File: config.mk
export PLATFORM = sky130hd
export DESIGN_NAME = lc4_perf_monitor_flat
export DESIGN_NICKNAME = d
export VERILOG_FILES = /design/src/rtl/lc4_perf_monitor_if.sv /design/src/rtl/lc4_perf_monitor.sv /design/src/flat_wrapper.sv
export SDC_FILE = /design/constraint.sdc
export NUM_CORES = 1
export LEC_CHECK = 0
export BUFFER_PORTS_ARGS = -buffer_cell sky130_fd_sc_hd__buf_2
export CELL_PAD_IN_SITES_DETAIL_PLACEMENT = 1
export CELL_PAD_IN_SITES_GLOBAL_PLACEMENT = 1
export CORE_MARGIN = 3
export CORE_UTILIZATION = 50
export CTS_BUF_LIST = sky130_fd_sc_hd__clkbuf_4 sky130_fd_sc_hd__clkbuf_8
export DETAILED_ROUTE_END_ITERATION = 12
export PLACE_DENSITY_LB_ADDON = 0.1
export SLEW_MARGIN = 20
export SYNTH_ARGS = -nofsm -noshare
export SYNTH_HDL_FRONTEND = slang
export SYNTH_SLANG_ARGS = --single-unit
File: constraint.sdc
create_clock -name clk -period 4.7 [get_ports clk]
set_input_delay 0.47 -clock clk [delete_from_list [all_inputs] [get_ports clk]]
set_output_delay 0.47 -clock clk [all_outputs]
set_load 0.005 [all_outputs]
File: src/rtl/lc4_perf_monitor_if.sv
// Observation, control and read-back bundle between a host and lc4_perf_monitor.
interface lc4_perf_monitor_if #(
  parameter int unsigned CNT_WIDTH  = 32,
  parameter int unsigned STALL_BITS = 2,
  parameter int unsigned INSN_BITS  = 20,
  parameter int unsigned SEL_BITS   = 3
);
  logic                  gwe;
  logic                  i_start;
  logic                  i_clear;
  logic [STALL_BITS-1:0] i_stall;
  logic [INSN_BITS-1:0]  i_insn;
  logic                  i_rd_req;
  logic [SEL_BITS-1:0]   i_rd_sel;
  logic                  o_rd_valid;
  logic [CNT_WIDTH-1:0]  o_rd_data;
  logic                  o_running;
  logic                  o_halted;
  logic                  o_overflow;

  // Host side: drives control/observation, receives read data and status.
  modport master (
    output gwe, i_start, i_clear, i_stall, i_insn, i_rd_req, i_rd_sel,
    input  o_rd_valid, o_rd_data, o_running, o_halted, o_overflow
  );

  // Monitor side.
  modport slave (
    input  gwe, i_start, i_clear, i_stall, i_insn, i_rd_req, i_rd_sel,
    output o_rd_valid, o_rd_data, o_running, o_halted, o_overflow
  );
endinterface

File: src/rtl/lc4_perf_monitor.sv
// Cycle/stall-category performance counters with halt detection and a
// one-cycle-latency read port.
module lc4_perf_monitor #(
  parameter int unsigned          CNT_WIDTH  = 32,
  parameter int unsigned          STALL_BITS = 2,
  parameter int unsigned          INSN_BITS  = 20,
  parameter logic [INSN_BITS-1:0] HALT_INSN  = INSN_BITS'(20'h88000),
  parameter bit                   SATURATE   = 1'b1,
  parameter int unsigned          SEL_BITS   = 3
) (
  input  logic                 clk,
  input  logic                 rst,
  lc4_perf_monitor_if.slave    bus
);

  localparam int unsigned NUM_BINS = 2 ** STALL_BITS;
  localparam int unsigned NUM_CNT  = 1 + NUM_BINS;

  typedef enum logic [1:0] {IDLE, RUN, HALTED} state_t;

  state_t               state_q, state_d;
  logic                 running_q, halted_q;
  logic                 count_en_c;
  logic [CNT_WIDTH-1:0] cnt_q [NUM_CNT];
  logic                 ovf_q;
  logic [CNT_WIDTH-1:0] rd_mux_c;
  logic                 rd_valid_q;
  logic [CNT_WIDTH-1:0] rd_data_q;

  // State register; status flags are registered copies of the next state.
  always_ff @(posedge clk) begin
    if (rst) begin
      state_q   <= IDLE;
      running_q <= 1'b0;
      halted_q  <= 1'b0;
    end else begin
      state_q   <= state_d;
      running_q <= (state_d == RUN);
      halted_q  <= (state_d == HALTED);
    end
  end

  // Next state and count enable; clear suppresses counting in RUN.
  always_comb begin
    state_d    = state_q;
    count_en_c = 1'b0;
    case (state_q)
      IDLE: begin
        if (bus.i_start) state_d = RUN;
      end
      RUN: begin
        if (!bus.i_clear && bus.gwe) begin
          count_en_c = 1'b1;
          if (bus.i_stall == '0 && bus.i_insn == HALT_INSN) state_d = HALTED;
        end
      end
      HALTED: begin
        if (bus.i_clear) state_d = IDLE;
      end
      default: state_d = IDLE;
    endcase
  end

  // Counter bank: counter 0 counts every qualified cycle, 1+stall counts its bin.
  always_ff @(posedge clk) begin
    if (rst || bus.i_clear) begin
      for (int unsigned i = 0; i < NUM_CNT; i++) cnt_q[i] <= '0;
      ovf_q <= 1'b0;
    end else if (count_en_c) begin
      for (int unsigned i = 0; i < NUM_CNT; i++) begin
        if ((i == 0) || (STALL_BITS'(i - 1) == bus.i_stall)) begin
          if (cnt_q[i] == '1) begin
            ovf_q <= 1'b1;
            if (!SATURATE) cnt_q[i] <= '0;
          end else begin
            cnt_q[i] <= cnt_q[i] + CNT_WIDTH'(1);
          end
        end
      end
    end
  end

  // Read select mux; out-of-range indices read as zero.
  always_comb begin
    rd_mux_c = '0;
    for (int unsigned i = 0; i < NUM_CNT; i++) begin
      if (bus.i_rd_sel == SEL_BITS'(i)) rd_mux_c = cnt_q[i];
    end
  end

  // Read port: snapshot of pre-update counter value, data held when idle.
  always_ff @(posedge clk) begin
    if (rst) begin
      rd_valid_q <= 1'b0;
      rd_data_q  <= '0;
    end else begin
      rd_valid_q <= bus.i_rd_req;
      if (bus.i_rd_req) rd_data_q <= rd_mux_c;
    end
  end

  assign bus.o_rd_valid = rd_valid_q;
  assign bus.o_rd_data  = rd_data_q;
  assign bus.o_running  = running_q;
  assign bus.o_halted   = halted_q;
  assign bus.o_overflow = ovf_q;

endmodule

File: src/flat_wrapper.sv
// flat-port wrapper written by rule: the top's interface ports become plain ports
module lc4_perf_monitor_flat 
#(
  parameter int unsigned          CNT_WIDTH  = 32,
  parameter int unsigned          STALL_BITS = 2,
  parameter int unsigned          INSN_BITS  = 20,
  parameter logic [INSN_BITS-1:0] HALT_INSN  = INSN_BITS'(20'h88000),
  parameter bit                   SATURATE   = 1'b1,
  parameter int unsigned          SEL_BITS   = 3
)
  (clk, rst, bus_gwe, bus_i_start, bus_i_clear, bus_i_stall, bus_i_insn, bus_i_rd_req, bus_i_rd_sel, bus_o_rd_valid, bus_o_rd_data, bus_o_running, bus_o_halted, bus_o_overflow);
  lc4_perf_monitor_if #(.CNT_WIDTH(CNT_WIDTH), .STALL_BITS(STALL_BITS), .INSN_BITS(INSN_BITS), .SEL_BITS(SEL_BITS)) bus_i ();
  input  logic clk;
  input  logic rst;
  input wire logic [$bits(bus_i.gwe)-1:0] bus_gwe;
  input wire logic [$bits(bus_i.i_start)-1:0] bus_i_start;
  input wire logic [$bits(bus_i.i_clear)-1:0] bus_i_clear;
  input wire logic [$bits(bus_i.i_stall)-1:0] bus_i_stall;
  input wire logic [$bits(bus_i.i_insn)-1:0] bus_i_insn;
  input wire logic [$bits(bus_i.i_rd_req)-1:0] bus_i_rd_req;
  input wire logic [$bits(bus_i.i_rd_sel)-1:0] bus_i_rd_sel;
  output wire logic [$bits(bus_i.o_rd_valid)-1:0] bus_o_rd_valid;
  output wire logic [$bits(bus_i.o_rd_data)-1:0] bus_o_rd_data;
  output wire logic [$bits(bus_i.o_running)-1:0] bus_o_running;
  output wire logic [$bits(bus_i.o_halted)-1:0] bus_o_halted;
  output wire logic [$bits(bus_i.o_overflow)-1:0] bus_o_overflow;
  assign bus_i.gwe = bus_gwe;
  assign bus_i.i_start = bus_i_start;
  assign bus_i.i_clear = bus_i_clear;
  assign bus_i.i_stall = bus_i_stall;
  assign bus_i.i_insn = bus_i_insn;
  assign bus_i.i_rd_req = bus_i_rd_req;
  assign bus_i.i_rd_sel = bus_i_rd_sel;
  assign bus_o_rd_valid = bus_i.o_rd_valid;
  assign bus_o_rd_data = bus_i.o_rd_data;
  assign bus_o_running = bus_i.o_running;
  assign bus_o_halted = bus_i.o_halted;
  assign bus_o_overflow = bus_i.o_overflow;
  lc4_perf_monitor #(.CNT_WIDTH(CNT_WIDTH), .STALL_BITS(STALL_BITS), .INSN_BITS(INSN_BITS), .HALT_INSN(HALT_INSN), .SATURATE(SATURATE), .SEL_BITS(SEL_BITS)) u_core (.clk(clk), .rst(rst), .bus(bus_i));
endmodule
==> results of run 1 <==
[layer usage]
metal,global-route usage [%],up-vias,part of all wire (%)
li1,-,4056,-
met1,34.2,4399,45
met2,42.6,192,49
met3,3.83,39,4.3
met4,7.02,0,2.2
met5,0,-,0
[layout by cell type (no fill, tap or decap), types with 12 or more instances in the layout]
cell type,instances
buf_4,12
nand2_1,63
nand4_1,31
a22oi_1,24
nor2_1,245
clkbuf_8,17
edfxtp_1,160
o221ai_1,24
xor2_1,92
o21ai_0,25
a21oi_1,33
mux2i_1,24
dfxtp_1,38
nor3_1,17
xnor2_1,57
buf_2,65
nand3_1,62
and3_1,26
and4_1,24
nor2b_1,19
[final cells by class]
class / count / area [um2] / area share (%)
clock buffers: 17 / 234 / 1.96
clock inverters: 15 / 143 / 1.20
inverters: 3 / 11.3 / 0.0944
multi-input cells: 842 / 5200 / 43.6
flip-flops and latches: 198 / 5570 / 46.7
well taps: 275 / 344 / 2.88
repair buffers: 78 / 435 / 3.65
[state kept, by name, indices dropped and copies added, names as in the netlist]
register               flops
u_core.bus.o_running       1
u_core.bus.o_overflow      1
u_core.bus.o_rd_valid      1
u_core.state_q             2
u_core.bus.o_rd_data      32
u_core.bus.o_halted        1
u_core.cnt_q             160
[cell families after synthesis]
logic type / count (synthesis) / synth area share, %
muxes: 32 / 3.82
DFF: 198 / 50.5
xor gates and xnor gates: 149 / 11.8
and+or+nand+nor: 527 / 22.9
AOI/OAI and AO/OA: 129 / 7.93
buffers and inverters: 58 / 2.40
adders and majority gates: 5 / 0.568
[worst paths after layout]
| path | from | endpoint | slack, ps | depth (start not counted) |
|---|---|---|---|---|
| setup / recovery | u_core.cnt_q[0][2] | u_core.cnt_q[0][92] | 1440 | 7 |
| hold / removal | bus_i_start | u_core.state_q[0] | 230 | 2 |
| setup reg to reg | u_core.cnt_q[0][2] | u_core.cnt_q[0][92] | 1440 | 7 |
| hold reg to reg | u_core.bus.o_rd_data[26] | u_core.bus.o_rd_data[26] | 490 | 2 |
[power by group through the flow]
stage	sequential, uW	combinational [uW]	clock [uW]
after floorplan	2110	216	0
after global placement	2140	313	0
after detailed placement	2140	320	0
after CTS	2110	323	1110
after global routing	2120	355	1170
final	2110	319	1090
[stage by stage]
step	setup WS [ps]	hold slack, ps	total power [uW]	cells
after floorplan	924	478	2320	1098
after global placement	1480	470	2450	1396
after detailed placement	1400	480	2460	1396
after CTS	1380	209	3540	1428
after global routing	1100	219	3640	1428
final	1440	226	3520	1428
==> key figures, run 1 <==
Outcome
  – Status: complete, no violations

Critical path
  – Worst-path maximum fanout: 160
  – Endpoint type of the worst setup path: flop
  – Top delay family on crit path: simple AND/OR/NAND/NOR gates
  – Crit-path cells: and4_1 -> nand4_1 -> nor4_1 -> o2bb2ai_1 -> a211oi_4 -> buf_12 -> nor2_1
  – Startpoint types: flop
  – Critical Path RT: 4920 ps
  – Critical path class: reg2reg
  – WP buf/inv: 1
  – CP max stage delay: 700 ps
  – CP max stage cell: nor4_1
  – Arrival @ worst endpoint: 3490 ps

Power and ir drop
  – Clk network pwr share: 31.0%
  – Sequential power share: 59.9%
  – Max VDD drop: 164 uV
  – Sw Share: 28.8%
  – Combinational power share: 9.1%
  – Leakage power: 0.00407 uW
  – Cell internal pwr: 2510 uW
  – NetSw: 1010 uW
  – Cell Pwr Density: 295 nW/um2

Yosys
  – Syn Inst Count: 1098
  – Main synth FF type: edfxtp_1
  – Synth top area share: 43.6%
  – Top-count cell post-synth: nor2_1
  – Ys Warns: 0
  – Ys async rst share: 0%
  – Netlist Area Pre-Place: 11000 um2
  – Area contributors post-synth: edfxtp_1 (44%), nor2_1 (8.3%), xor2_1 (7.3%), dfxtp_1 (6.9%), xnor2_1 (4.5%)
  – Post-synth top area cell: edfxtp_1
  – Synthesized flop and latch total: 198
  – Post-Syn Area per Cell: 10.0 um2
  – Share of the yosys chip area belonging to registers: 50.5%
  – Top post-synthesis cells by count: nor2_1 (245), edfxtp_1 (160), xor2_1 (92)
  – Syn nets: 1134
  – Number of synthesized flops with an enable pin: 160
  – Number of distinct library cells after synthesis: 49

Floorplan
  – Initial Util: 51.6%
  – # rows: 53
  – Die Area: 23800 um2
  – Die X: 154 um
  – Chip height: 154 um
  – Io pins: 67
  – CORE AREA: 21400 um2

Detailed routing
  – DRC errors left: 0
  – DRT iter0 DRCs: 585
  – Drt pass-1 iters: 8
  – WL per Instance: 20.9 um
  – Vias per cell: 6.08
  – DRT antenna net count: 0
  – Via Count: 8686
  – Drt total wl: 29.8 mm

Clocking
  – CTS root buf: clkbuf_8
  – Sink Count: 198
  – TritonCTS Buffers: 17
  – TritonCTS clock tree: done
  – Post-CTS setup buffers: 0
  – Clk pin slew, worst setup/hold paths: 110 ps
  – Clock buffer depth: 2
  – H-tree depth: 4
  – Worst skew pair latency: 500 ps
  – CTS resizes: 0
  – Hold_buf cts: 0

Layout
  – N_diodes: 0
  – Final design utilization: 55.9%
  – Fillers: 2408
  – Fin area: 11900 um2
  – Area delta synth->final: 8.30%
  – NumNets Final: 1176
  – Share of cells above drive strength 1: 10.7%

Timing
  – Max Fclk: 0.306 GHz
  – Crit share post-route: 69.4%
  – Setup violators final: 0
  – RSZ-0062 raised after global routing: false
  – Min Tclk post-route: 3260 ps
  – Relative slew slack: 34.2%
  – Least-Margin Pin Slew: 978 ps
  – Final setup TNS: 0 ps
  – Pins Over Slew Limit: 0
  – Final hold violations: 0
  – Worst Clk Skew: 24.5 ps

Global route
  – Vias in the first global route: 8790
  – Largest net degree at the start of global routing: 161
  – Total GRT Usage: 25.3%
  – First-pass GRT wire length: 48.0 mm
  – Initial antenna violation count: 0
  – GR Overflow Total: 0

Min path
  – Worst hold path type: in2reg

Flow run
  – Max Cap Viol: 0

Placement
  – Dpl hpwl: 20.6 mm
  – Area after DPL: 11500 um2
  – Port buffer count: 66
  – Gpl congestion: 0.822
Power figures use the tool's default switching activity.
==> run 2: changes to the inputs <==
Settings changed: ABC_AREA set to 1, CORE_UTILIZATION 50 to 44.
Clock period 4.7 ns to 2.71 ns, I/O delays scaled along.
==> run 2 against run 1 <==
Clock power is 84% higher. Register-to-register slack worse by 1300 ps. Die area up 31%. Count of clock-buffer cells in the layout is 4 higher. Wire length up 47%. Worst hold slack worse by 73 ps.
==> key figures, run 2 <==
Outcome
  – Status: complete, no violations

Clocking
  – H-tree depth: 4 (unchanged)
  – Clock buffer depth: 2 (unchanged)
  – TritonCTS Buffers: 17 (unchanged)
  – Sink Count: 198 (unchanged)
  – CTS root buf: clkbuf_8
  – TritonCTS clock tree: done
  – Worst skew pair latency: 500 ps (about the same)
  – Clk pin slew, worst setup/hold paths: 100 ps (about the same)

Timing
  – RSZ-0062 raised after global routing: false
  – Setup violators final: 0 (unchanged)
  – Final hold violations: 0 (unchanged)
  – Crit share post-route: 94.4% (+25 points)
  – Min Tclk post-route: 2560 ps (-706 ps)
  – Worst Clk Skew: 30.3 ps (+5.75 ps)
  – Final setup TNS: 0 ps (unchanged)
  – Least-Margin Pin Slew: 613 ps (-365 ps)
  – Max Fclk: 0.391 GHz (+28%)
  – Pins Over Slew Limit: 0 (unchanged)
  – Relative slew slack: 58.8% (+25 points)
  – Hold slack: 153 ps (-72.9 ps)

Layout
  – Most frequent cells in the layout: nand2_1 (297), inv_1 (168), edfxtp_1 (160), nor2_1 (135), xor2_1 (123)
  – Commonest non-fill, non-tap cell in the layout: nand2_1
  – N_diodes: 0 (unchanged)
  – Most flops, register: u_core.cnt_q
  – Fillers: 3435 (+43%)
  – NumNets Final: 1645 (+40%)
  – Share of cells above drive strength 1: 17.4% (+6.7 points)
  – Finished Layout Cells: 2000 (+40%)
  – Fin area: 14300 um2 (+20%)
  – Max FFs per register: 160 (unchanged)
  – Area delta synth->final: 11.7%

Critical path
  – Critical path class: reg2reg
  – R2R depth: 11 (+4)
  – FF-to-FF setup slack: 150 ps (-1280 ps)
  – Critical Path RT: 2940 ps (-1980 ps)
  – Endpoint type of the worst setup path: flop
  – Reg2Reg Launch Point: u_core.cnt_q[0][142]
  – Crit path launch: u_core.cnt_q[0][142]
  – Worst Setup EP: u_core.cnt_q[0][100]
  – Arrival @ worst endpoint: 2790 ps (-700 ps)
  – Worst-path maximum fanout: 26 (-84%)
  – Startpoint types: flop
  – Worst R2R End: u_core.cnt_q[0][100]

Detailed routing
  – Vias per cell: 5.66 (-6.9%)
  – Drt total wl: 43.9 mm (+47%)
  – DRT antenna net count: 0 (unchanged)
  – Drt pass-1 iters: 7 (-1)
  – DRT iter0 DRCs: 1057 (+81%)
  – WL per Instance: 21.9 um (+5.0%)
  – DRC errors left: 0 (unchanged)
  – Via Count: 11325 (+30%)

Yosys
  – Top post-synthesis cells by count: nand2_1 (297), inv_1 (168), edfxtp_1 (160)
  – Number of distinct library cells after synthesis: 38 (-22%)
  – Synthesized flop and latch total: 198 (unchanged)
  – Post-synth top area cell: edfxtp_1
  – Ys Warns: 0 (unchanged)
  – Synth top area share: 37.4% (-6.2 points)
  – Main synth FF type: edfxtp_1
  – Top-count cell post-synth: nand2_1
  – Number of synthesized flops with an enable pin: 160 (unchanged)
  – Ys async rst share: 0% (unchanged)
  – Area contributors post-synth: edfxtp_1 (37%), nand2_1 (8.7%), xor2_1 (8.4%), a21oi_2 (6.1%), dfxtp_1 (5.9%)
  – Netlist Area Pre-Place: 12800 um2 (+17%)
  – Syn Inst Count: 1514 (+38%)
  – Share of the yosys chip area belonging to registers: 43.4% (-7.2 points)
  – Post-Syn Area per Cell: 8.48 um2 (-15%)
  – Syn nets: 1550 (+37%)

Floorplan
  – CORE AREA: 28200 um2 (+32%)
  – Io pins: 67 (unchanged)
  – Chip height: 177 um (+14%)
  – Initial Util: 45.4% (-6.1 points)
  – Die X: 177 um (+14%)
  – Die Area: 31300 um2 (+31%)
  – # rows: 61 (+15%)

Power and ir drop
  – Sequential power share: 56.9% (-3.0 points)
  – Clk network pwr share: 31.8% (+0.8 points)
  – Combinational power share: 11.3% (+2.2 points)
  – Max VDD drop: 383 uV (+130%)
  – Cell internal pwr: 4550 uW (+81%)
  – NetSw: 1790 uW (+77%)
  – Sw Share: 28.2% (-0.54 points)
  – Leakage power: 0.00508 uW (+25%)
  – Cell Pwr Density: 442 nW/um2 (+50%)

Min path
  – Worst hold path type: in2reg

Placement
  – Port buffer count: 66 (unchanged)
  – Gpl congestion: 0.967 (+18%)
  – Inst Count DP: 1966 (+41%)
  – Dpl hpwl: 34.0 mm (+65%)
  – Area after DPL: 13900 um2 (+21%)

Global route
  – GR Overflow Total: 0 (unchanged)
  – Vias in the first global route: 11287 (+28%)
  – Initial antenna violation count: 0 (unchanged)
  – Largest net degree at the start of global routing: 44 (-73%)
  – First-pass GRT wire length: 67.1 mm (+40%)
  – Total GRT Usage: 28.0% (+2.8 points)

Flow run
  – Max Cap Viol: 0 (unchanged)
==> run 2: changes by cell type after synthesis, moves of 31 or more <==
cell      before  now
nand2_1       63  297
inv_1          3  168
nor2_1       245  136
a21oi_2        0   90
a21boi_0       0   48
nor3_1        17   62
a21oi_1       33   76
xnor2_1       57   25
xor2_1        92  123
==> run 2: power groups by stage <==
| stage | Clock (uW) | Sequential (uW) | Combinational (uW) |
|---|---|---|---|
| after floorplan | 0 | 3620 | 419 |
| after global placement | 0 | 3660 | 696 |
| after detailed placement | 0 | 3670 | 708 |
| after CTS | 2050 | 3600 | 713 |
| after global routing | 2170 | 3620 | 776 |
| final | 2010 | 3600 | 716 |
==> run 2: kinds of logic (layout without fill, tap and decap cells) <==
family                     Yosys count  after routing  share of synthesized area (%)
and+or+nand+nor                    643            644                           21.9
AOI/OAI and AO/OA                  285            285                           15.7
buffers and inverters              235            342                           8.44
DFF                                198            198                           43.4
xor gates and xnor gates           148            148                           10.1
adders and majority gates            5              5                          0.487
==> run 2: layout make-up <==
class	instances	area, um2	area share, %
clock buffers	21	264	1.84
clock inverters	11	128	0.890
inverters	174	653	4.56
multi-input cells	1082	6220	43.4
flip-flops and latches	198	5570	38.8
well taps	378	473	3.30
repair buffers	136	1030	7.19
==> run 2: worst max-delay path, cell delays in order, from the launching register on <==
cell and delay (ps):
edfxtp_1 440, nand2_1 110, nor2_1 310, nand2_1 160, nor2_4 170, nand3_1 100
nand3_1 140, nand2_1 120, nor2_4 180, buf_12 250, buf_12 210, a21boi_0 110
==> run 2: worst min-delay path by stage <==
stage	from	cells after the start	slack (ps)	endpoint
2_1_floorplan	u_core.bus.o_overflow	2	440	u_core.bus.o_overflow
3_3_place_gp	u_core.bus.o_overflow	2	440	u_core.bus.o_overflow
3_5_place_dp	u_core.bus.o_overflow	2	450	u_core.bus.o_overflow
4_1_cts	bus_i_start	5	140	u_core.bus.o_running
5_1_grt	bus_i_clear	6	170	u_core.state_q[1]
6_report	bus_i_start	5	150	u_core.bus.o_running
==> run 2: timing repair <==
item / CTS / global route
hold buffers: 0 / 0
setup buffers: 0 / 1
setup endpoints to repair: 0 / 118
resized for setup: 0 / 2
==> run 2: per-layer routing <==
| metal | track usage, % | up-vias | wire length, um | share of wire, % |
|---|---|---|---|---|
| met5 | 0 | - | 0 | 0 |
| met4 | 7.56 | 0 | 1000 | 2.3 |
| met3 | 4.01 | 42 | 2910 | 6.6 |
| met2 | 42.8 | 365 | 19200 | 44 |
| met1 | 41.7 | 5610 | 20800 | 47 |
| li1 | - | 5308 | - | - |
==> run 2: through the flow <==
step	utilization [%]	setup slack (ps)	power (uW)
after floorplan	-	96.2	4040
after global placement	49.3	-33.1	4360
after detailed placement	49.3	-31.3	4370
after CTS	50.7	0.530	6370
after global routing	50.8	6.34	6560
final	50.8	152	6330
==> run 3: changes to the inputs <==
Settings changed: CORE_UTILIZATION 44 to 49.
Clock period 2.71 ns to 2.65 ns, I/O delays scaled along.
==> run 3 against run 2 <==
Setup slack got worse by 40 ps. Via count increased by 1.7%. Sequential power increased by 2%. Critical path depth unchanged. Wire length decreased by 0.20%. Critical endpoint is now u_core.cnt_q[0][123]. Largest cell class unchanged. Largest power group unchanged.
==> key figures, run 3 (synthesis gave the netlist of run 2 again) <==
Timing
  – Worst Clk Skew: 23.9 ps (-6.32 ps)
  – Setup violators final: 0 (unchanged)
  – Hold slack: 138 ps (-15.3 ps)
  – Crit share post-route: 95.8% (+1.4 points)
  – Max Fclk: 0.394 GHz (+0.78%)
  – Min Tclk post-route: 2540 ps (-19.7 ps)
  – Final hold violations: 0 (unchanged)
  – Pins Over Slew Limit: 0 (unchanged)
  – Relative slew slack: 54.1% (-4.7 points)
  – Final setup TNS: 0 ps (unchanged)
  – RSZ-0062 raised after global routing: false
  – Least-Margin Pin Slew: 688 ps (+74.7 ps)

Detailed routing
  – Via Count: 11516 (+1.7%)
  – Drt pass-1 iters: 5 (-2)
  – WL per Instance: 22.4 um (+1.9%)
  – Drt total wl: 43.8 mm (-0.20%)
  – Vias per cell: 5.88 (+3.9%)
  – DRC errors left: 0 (unchanged)
  – DRT iter0 DRCs: 1273 (+20%)
  – DRT antenna net count: 0 (unchanged)

Clocking
  – Clk pin slew, worst setup/hold paths: 130 ps (+30 ps)
  – Hold_buf cts: 0 (unchanged)
  – TritonCTS Buffers: 17 (unchanged)
  – H-tree depth: 4 (unchanged)
  – Worst skew pair latency: 490 ps (about the same)
  – Clock buffer depth: 2 (unchanged)
  – CTS root buf: clkbuf_8
  – TritonCTS clock tree: done
  – Sink Count: 198 (unchanged)

Layout
  – Fillers: 3058 (-11%)
  – Commonest non-fill, non-tap cell in the layout: nand2_1
  – Max FFs per register: 160 (unchanged)
  – Total area of sequential cells: 5570 um2 (unchanged)
  – N_diodes: 0 (unchanged)
  – Finished Layout Cells: 1958 (-2.1%)
  – Most frequent cells in the layout: nand2_1 (297), inv_1 (167), edfxtp_1 (160), nor2_1 (135), xor2_1 (123)
  – NumNets Final: 1651 (+0.36%)
  – Footprint of the multi-input gates: 6220 um2 (about the same)
  – Area delta synth->final: 11.9%
  – Most flops, register: u_core.cnt_q
  – Share of cells above drive strength 1: 17.8% (+0.37 points)

Min path
  – HP Start: bus_i_start
  – Hold Path Stages: 5 (unchanged)
  – Worst hold path type: in2reg
  – Hold Crit Endpoint: u_core.state_q[0]

Critical path
  – Cell mode on critical path: nand2_1
  – CP max stage delay: 460 ps (+20 ps)
  – Worst R2R End: u_core.cnt_q[0][123]
  – Crit path launch: u_core.cnt_q[0][140]
  – Critical path class: reg2reg
  – Crit-path cells: nand2_1 -> nor2_1 -> nand2_1 -> nor2_4 -> nand3_1 -> nand3_1 -> nand2_1 -> nor2_4 -> buf_12 -> buf_4 -> a21boi_0
  – Startpoint types: flop
  – Worst-path maximum fanout: 20 (-23%)
  – CP max stage cell: edfxtp_1
  – Endpoint type of the worst setup path: flop
  – WP buf/inv: 2 (unchanged)
  – Arrival @ worst endpoint: 2760 ps (-30 ps)
  – Critical Path RT: 2870 ps (-70 ps)
  – R2R depth: 11 (unchanged)
  – Reg2Reg Launch Point: u_core.cnt_q[0][140]
  – FF-to-FF setup slack: 110 ps (-40 ps)
  – Top delay family on crit path: simple AND/OR/NAND/NOR gates

Power and ir drop
  – Cell Pwr Density: 454 nW/um2 (+2.8%)
  – Max VDD drop: 310 uV (-19%)
  – Leakage power: 0.00513 uW (+1.0%)

Floorplan
  – Die Area: 28200 um2 (-9.9%)
  – Io pins: 67 (unchanged)
  – Initial Util: 50.4% (+4.9 points)
  – Die X: 168 um (-5.1%)
  – # rows: 58 (-4.9%)
  – Chip height: 168 um (-5.1%)
  – CORE AREA: 25500 um2 (-9.8%)

Placement
  – Gpl congestion: 0.958 (-0.89%)
  – Dpl hpwl: 33.7 mm (-1.0%)
  – Port buffer count: 66 (unchanged)
  – Inst Count DP: 1923 (-2.2%)

Global route
  – First-pass GRT wire length: 66.9 mm (-0.36%)
  – Vias in the first global route: 11313 (+0.23%)
  – Total GRT Usage: 30.7% (+2.7 points)
  – Largest net degree at the start of global routing: 40 (-9.1%)
  – Initial antenna violation count: 0 (unchanged)
  – GR Overflow Total: 0 (unchanged)

Flow run
  – Max Cap Viol: 0 (unchanged)

Outcome
  – Status: complete, no violations
==> run 3: area by class of cell <==
type,instances,area share (%)
Tap cell,330,2.87
Clock buffer,17,1.63
Multi-Input combinational cell,1082,43.3
Inverter,174,4.55
Clock inverter,15,1.16
Timing Repair Buffer,142,7.75
Sequential cell,198,38.7
==> run 3: worst max path at each step <==
stage / to / slack [ps] / cells after the start
after floorplan: u_core.cnt_q[0][0] / 40 / 10
after global placement: u_core.cnt_q[0][123] / 110 / 12
after CTS: u_core.cnt_q[0][65] / 40 / 9
after detailed placement: u_core.cnt_q[0][123] / 70 / 12
final: u_core.cnt_q[0][123] / 110 / 11
after global routing: u_core.cnt_q[0][61] / 20 / 12
==> run 3: worst register-to-register path, stage by stage (launching register included) <==
cell and delay [ps]:
edfxtp_1 460, nand2_1 100, nor2_1 300, nand2_1 150, nor2_4 180, nand3_1 130
nand3_1 120, nand2_1 110, nor2_4 190, buf_12 210, buf_4 200, a21boi_0 110
==> run 3: report_power, final <==
group          internal, uW  switching, uW
Combinational           254            486
Clock                   792           1310
Sequential             3510            164
==> run 3: what timing repair did <==
item | in CTS | in global routing
hold endpoints to repair | 0 | 0
setup endpoints to repair | 0 | 159
resized for setup | 0 | 1
setup buffers | 0 | 2
==> run 3: per-stage QoR <==
step | total power [uW] | area [um2] | setup slack, ps | util [%]
floorplan | 4130 | 12800 | 36.2 | -
global placement | 4450 | 13900 | 114 | 54.7
detailed placement | 4470 | 13900 | 69.1 | 54.7
CTS | 6520 | 14300 | 38.3 | 56.3
global route | 6740 | 14400 | 21.0 | 56.4
finish | 6520 | 14400 | 111 | 56.4
==> run 3: metal layers <==
metal,track usage (%),wire [um]
met5,0,0
met2,47.7,19900
met3,3.59,3110
met1,45.9,19900
met4,7.90,905
